### src/rtl/minterm_pkg.sv
// Shared constants and evaluation helpers for the four-input minterm function.
package minterm_pkg;

  localparam logic [15:0] DEFAULT_TT = 16'h1531;

  // Index is {a,b,c,d} with a as the MSB.
  function automatic logic [3:0] idx4(input logic a, input logic b,
                                      input logic c, input logic d);
    return {a, b, c, d};
  endfunction

  // Sum of products: OR of every true minterm that matches the index.
  function automatic logic eval_sop(input logic [15:0] tt, input logic [3:0] idx);
    logic [4:0] k5;
    logic       r;
    r = 1'b0;
    for (int unsigned k = 0; k < 16; k++) begin
      k5 = 5'(k);
      r  = r | (tt[k5[3:0]] & (idx == k5[3:0]));
    end
    return r;
  endfunction

  // Product of sums: AND over every false entry of (index != entry).
  function automatic logic eval_pos(input logic [15:0] tt, input logic [3:0] idx);
    logic [4:0] k5;
    logic       r;
    r = 1'b1;
    for (int unsigned k = 0; k < 16; k++) begin
      k5 = 5'(k);
      r  = r & (tt[k5[3:0]] | (idx != k5[3:0]));
    end
    return r;
  endfunction

endpackage

### src/rtl/minterm_eval.sv
// Combinational SOP and POS evaluation of a 16-entry truth table.
module minterm_eval
  import minterm_pkg::*;
(
  input  logic [15:0] tt_i,
  input  logic [3:0]  idx_i,
  output logic        sop_o,
  output logic        pos_o
);

  // Two independent forms of the same function so the top can cross-check them.
  always_comb begin
    sop_o = eval_sop(tt_i, idx_i);
    pos_o = eval_pos(tt_i, idx_i);
  end

endmodule

### src/rtl/minterm_sop.sv
// Four-input function evaluator with registered, valid-qualified results,
// SOP/POS consistency flag and saturating hit counter.
module minterm_sop
  import minterm_pkg::*;
#(
  parameter logic [15:0] TRUTH_TABLE = DEFAULT_TT,
  parameter int unsigned CNT_W       = 8
) (
  input  logic             clk,
  input  logic             rst,
  input  logic             a,
  input  logic             b,
  input  logic             c,
  input  logic             d,
  input  logic             in_valid,
  output logic             func_min,
  output logic             func_min_q,
  output logic             func_max_q,
  output logic             out_valid,
  output logic             mismatch,
  output logic [CNT_W-1:0] hit_count
);

  logic [3:0]       idx;
  logic             sop;
  logic             pos;
  logic             func_min_d, func_max_d, out_valid_d, mismatch_d;
  logic             func_min_r, func_max_r, out_valid_r, mismatch_r;
  logic [CNT_W-1:0] hit_count_d, hit_count_r;

  assign idx = idx4(a, b, c, d);

  minterm_eval u_eval (
    .tt_i  (TRUTH_TABLE),
    .idx_i (idx),
    .sop_o (sop),
    .pos_o (pos)
  );

  assign func_min = sop;

  // Next state: capture on valid, hold otherwise; counter saturates at all-ones.
  always_comb begin
    func_min_d  = func_min_r;
    func_max_d  = func_max_r;
    out_valid_d = in_valid;
    mismatch_d  = mismatch_r;
    hit_count_d = hit_count_r;
    if (in_valid) begin
      func_min_d = sop;
      func_max_d = pos;
      if (sop != pos) begin
        mismatch_d = 1'b1;
      end
      if (sop && (hit_count_r != '1)) begin
        hit_count_d = hit_count_r + CNT_W'(1);
      end
    end
  end

  // State registers; reset wins over a coincident valid sample.
  always_ff @(posedge clk) begin
    if (rst) begin
      func_min_r  <= 1'b0;
      func_max_r  <= 1'b0;
      out_valid_r <= 1'b0;
      mismatch_r  <= 1'b0;
      hit_count_r <= '0;
    end else begin
      func_min_r  <= func_min_d;
      func_max_r  <= func_max_d;
      out_valid_r <= out_valid_d;
      mismatch_r  <= mismatch_d;
      hit_count_r <= hit_count_d;
    end
  end

  assign func_min_q = func_min_r;
  assign func_max_q = func_max_r;
  assign out_valid  = out_valid_r;
  assign mismatch   = mismatch_r;
  assign hit_count  = hit_count_r;

endmodule

### config.mk
export PLATFORM = sky130hd
export DESIGN_NAME = minterm_sop
export DESIGN_NICKNAME = d
export VERILOG_FILES = /design/src/rtl/minterm_pkg.sv /design/src/rtl/minterm_eval.sv /design/src/rtl/minterm_sop.sv
export SDC_FILE = /design/constraint.sdc
export NUM_CORES = 1
export LEC_CHECK = 0
export BUFFER_PORTS_ARGS = -buffer_cell sky130_fd_sc_hd__clkbuf_2
export CAP_MARGIN = 15
export CORE_AREA = 2 2 39 41
export CTS_BUF_LIST = sky130_fd_sc_hd__clkbuf_2 sky130_fd_sc_hd__clkbuf_4 sky130_fd_sc_hd__clkbuf_8
export DETAILED_ROUTE_END_ITERATION = 8
export DIE_AREA = 0 0 41 43
export GPL_TIMING_DRIVEN = 1
export MAX_ROUTING_LAYER = met4
export PLACE_DENSITY = 0.7
export SYNTH_ARGS = -nofsm -noshare
export SYNTH_HDL_FRONTEND = slang
export SYNTH_SLANG_ARGS = --single-unit
### constraint.sdc
create_clock -name clk -period 3.2 [get_ports clk]
set_clock_uncertainty 0.05 [all_clocks]
set_input_delay 0.16 -clock clk [delete_from_list [all_inputs] [get_ports clk]]
set_output_delay 0.16 -clock clk [all_outputs]
set_load 0.02 [all_outputs]
Yosys cells after proc, flatten, opt, wreduce, memory -nomap -nowiden
Index checks and enable logic that the tools add are counted.
{"block": "op_classes", "reduce_logical": 4, "n_eq_ne": 17, "n_bitwise": 14, "add_sub_neg": 1}
{"cell": "4-bit inequality test, second input constant", "count": 5}
{"cell": "4-bit == test, second input constant", "count": 3}
{"cell": "1-bit bitwise AND", "count": 9}
{"cell": "8-bit by 1-bit adder with 8-bit output, second input constant", "count": 1}
{"cell": "4-bit by 3-bit == test with 1-bit output, second input constant", "count": 2}
{"cell": "4-bit by 2-bit inequality test with 1-bit output, second input constant", "count": 2}
{"cell": "4-bit by 3-bit inequality test with 1-bit output, second input constant", "count": 2}
{"cell": "8-bit inequality test, second input constant", "count": 1}
{"cell": "1-bit OR", "count": 5}
{"cell": "4-bit zero test", "count": 1}
{"cell": "4-bit by 1-bit inequality test with 1-bit output, second input constant", "count": 1}
{"cell": "2-bit AND reduction", "count": 2}
{"cell": "1-bit logical AND", "count": 1}
{"cell": "1-bit inequality test", "count": 1}
{"block": "word_totals", "output_inout_bits": 13, "wordCells": 41, "reg_bits": 12, "input_bits": 7}

Depth between registers and ports, before layout
{"block": "logic_depth", "ltp_word": 12, "depth_mapped": 7, "ltp_nobuf": 6}

Cells and area by module
A second synthesis with hierarchy kept.
{"block": "unflattened", "hier_cells": 85, "hier_area_um2": 750.7}
{"mod": "minterm_sop", "instances": 1, "seq_area_each_um2": 240.2, "cells_per_inst": 56, "area_each_um2": 541.8}
{"mod": "minterm_eval", "instances": 1, "seq_area_each_um2": 0.0, "cells_per_inst": 29, "area_each_um2": 209.0}

Least setup slack after synthesis
Ideal clock, no wire load.
{"block": "synth_path", "kind": "reg-to-reg", "startpoint": "reg hit_count_r[0] (netlist: hit_count[0])", "endpoint": "reg hit_count_r[5] (netlist: hit_count[5])", "path_stages_with_launch": 7, "arrival_ps": 1552, "t_required_ps": 3029, "synth_period_minus_slack_ps": 1723, "n_path_buf": 1, "setup_ps": 121, "slack_ps": 1477, "path_cell_list": "dfxtp_1 ha_1 nand4_2 nand2_2 buf_6 nor4_1 mux2_2"}
{"block": "synth_via", "elab_chain_len": 3, "word_cells_on_any_way": 4, "classes_between": "add/sub (1); eq/ne (1); reduce/logical (2)"}
{"element": "start, declared", "line_no": "minterm_sop.sv:29", "rtl": "logic [CNT_W-1:0] hit_count_d, hit_count_r;"}
{"element": "start signal, assigned", "line_no": "minterm_sop.sv:74", "rtl": "hit_count_r <= hit_count_d;"}
{"element": "branches (longest 3 deep; another with 8-bit by 1-bit adder with 8-bit output)"}
Several ways; the timed one is not identified.
A chain may end at the register's enable or synchronous reset.

Worst setup path in the final report
Same ends and word-level chain as after synthesis.

==> flow_summary.ini <==
[critical_path]
end_kind = register
critPathKind = register to register
cp.required_ns = 3.33
crit_path_start_kind = register
crit_slowest_cell = mux2_2
path_cells = ha_1, nand4_2, nand2_2, nor4_1, mux2_2
crit_path_max_fanout = 12
critPathTopFamily = simple AND/OR/NAND/NOR gates
max_stage_delay_ns = 0.37
crit_buf_inv = 0
worstPathArrival_ns = 1.91
startpoint = hit_count[0]
r2r_start = hit_count[0]

[floorplan]
die_h_microns = 43
coreArea_sq_mm = 0.00138
initial_utilization = 0.412
rows = 14
pin_count = 20
die_w_microns = 41
dieArea_sq_mm = 0.00176

[clock_tree]
cts_num_sinks = 12
cts_tree = built
htreeDepth = 1
holdBufCountCts = 0
clockBufferDepth = 2
path_clk_slew_ns = 0.08
clock_latency_ns = 0.28
root_buffer = clkbuf_4
post-cts-setup-buffers = 0
cts_made_buffers = 3
cts.repair.resized = 0

[global_routing]
gr-total-overflow = 0
grt_pass1_vias = 411
track_usage = 0.149
grt_max_degree = 15
antenna_found_initial = 0
grt_first_pass_wirelength_microns = 1640

[sta]
fin_crit_sh = 0.556
setup_viol = 0
post-route-min-period_ns = 1.78
timing.fmax_mhz = 562
hold_viol = 0
slew_violations = 0
tns_ns = 0
worst_slew_pin_slew_ns = 0.711
maxSlewHeadroom = 0.524
whs_ns = 0.129
rsz0062_at_grt = false

[run_status]
status = finished, final reports clean

[synth]
synth_edf_count = 0
syn_inst = 64
ys.flop_type = dfxtp_1
syn_nets = 72
async_reset_ff_frac = 0
synth_top_area_frac = 0.421
ys_seq_area_frac = 0.421
synth_seq_cells = 12
yosys_warnings = 0
yosysTopAreaCell = dfxtp_1
syn_avg_cell_area_sq_um = 8.91
synth.area.top_cells = dfxtp_1 42%, a21oi_1 7.0%, o31ai_1 5.3%
yosysUniqueCellTypes = 25
netlist_area_sq_um = 571

[detailed_routing]
ant_nets = 0
drt_iter0_drc = 4
vias = 557
wl_per_cell_microns = 11.5
drt_wl_total_microns = 1150
drt-pass1-iter-count = 4
drc = 0
drt-vias-per-instance = 5.57

[pwr]
power.density_mw_per_mm2 = 442
vdd_drop_max_mv = 0.209
p_leak_nw = 0.293

[final_layout]
area_delta_synth_final_pct = 23.0
drive_gt1_frac = 0.333
final_util = 0.507
fill_cells = 141
diodes = 0
nets = 93

[placement]
hpwl_microns = 832
gp_congestion = 0.829
port_buffers = 19

[worst_hold_path]
min_from = in_valid
hp-class = primary input to register

[flow_run]
drv_cap = 0
[per-stage QoR]
| step | worst slack [ns] | instance area [sq um] | cells | power, mW |
|---|---|---|---|---|
| CTS | 1.43 | 702 | 100 | 0.315 |
| finish | 1.42 | 702 | 100 | 0.311 |
| global placement | 1.48 | 666 | 96 | 0.191 |
| detailed placement | 1.48 | 666 | 96 | 0.191 |
| global route | 1.34 | 702 | 100 | 0.321 |
| floorplan | 1.48 | 571 | 64 | 0.181 |
[final cells by class]
class / count / area, sq um / area share
timing repair buffer: 19 / 95.1 / 0.135
inverter: 2 / 7.51 / 0.0107
multi-input combinational: 47 / 303 / 0.431
tap: 16 / 20.0 / 0.0285
clock buffer: 4 / 36.3 / 0.0517
sequential: 12 / 240 / 0.342
[layout by cell type (no fill, tap or decap), types with 2 or more instances in the layout]
master    count
o21ai_0       3
nand3_1       3
nand2_1       4
nor2_1        3
a21oi_1       8
clkbuf_4      3
or4_1         4
o31ai_1       4
nor2b_1       4
mux2_2        2
o21a_1        2
clkbuf_2     19
inv_1         2
dfxtp_1      12
[flip-flops by register name, indices dropped and copies added (netlist names)]
| register | count |
|---|---|
| out_valid | 1 |
| mismatch | 1 |
| func_min_q | 1 |
| hit_count | 8 |
| func_max_q | 1 |
[power breakdown]
group | total [mW] | internal, mW | switching [mW]
registers | 0.156 | 0.153 | 0.00266
logic | 0.0318 | 0.0107 | 0.0211
clock network | 0.123 | 0.0693 | 0.0538
total | 0.311 | 0.233 | 0.0775
[final timing paths]
check	endpoint	slack, ns	depth (start not counted)
max reg2reg	hit_count[5]	1.42	5
max	hit_count[5]	1.42	5
min	func_min_q	0.13	2
min reg2reg	mismatch	0.42	1
[per-layer routing]
metal	global-route usage	vias to the layer above	routed length [microns]
li1	-	280	-
met1	0.169	259	508
met2	0.203	13	529
met3	0.0314	5	71
met4	0.140	0	40
met5	-	-	0
[cells in the mapped netlist, types with 2 or more instances]
master   count
dfxtp_1     12
a21oi_1      8
nand2_1      4
nor2b_1      4
o31ai_1      4
or4_1        4
nand3_1      3
nor2_1       3
o21ai_0      3
inv_1        2
mux2_2       2
o21a_1       2
[kinds of logic after synthesis]
group,share of synthesized area
AOI/OAI and AO/OA,0.175
adders and majority gates,0.0219
buffers and inverters,0.0482
DFF,0.421
muxes,0.0395
and+or+nand+nor,0.294
Note: power is estimated with default switching activity, not from simulation.
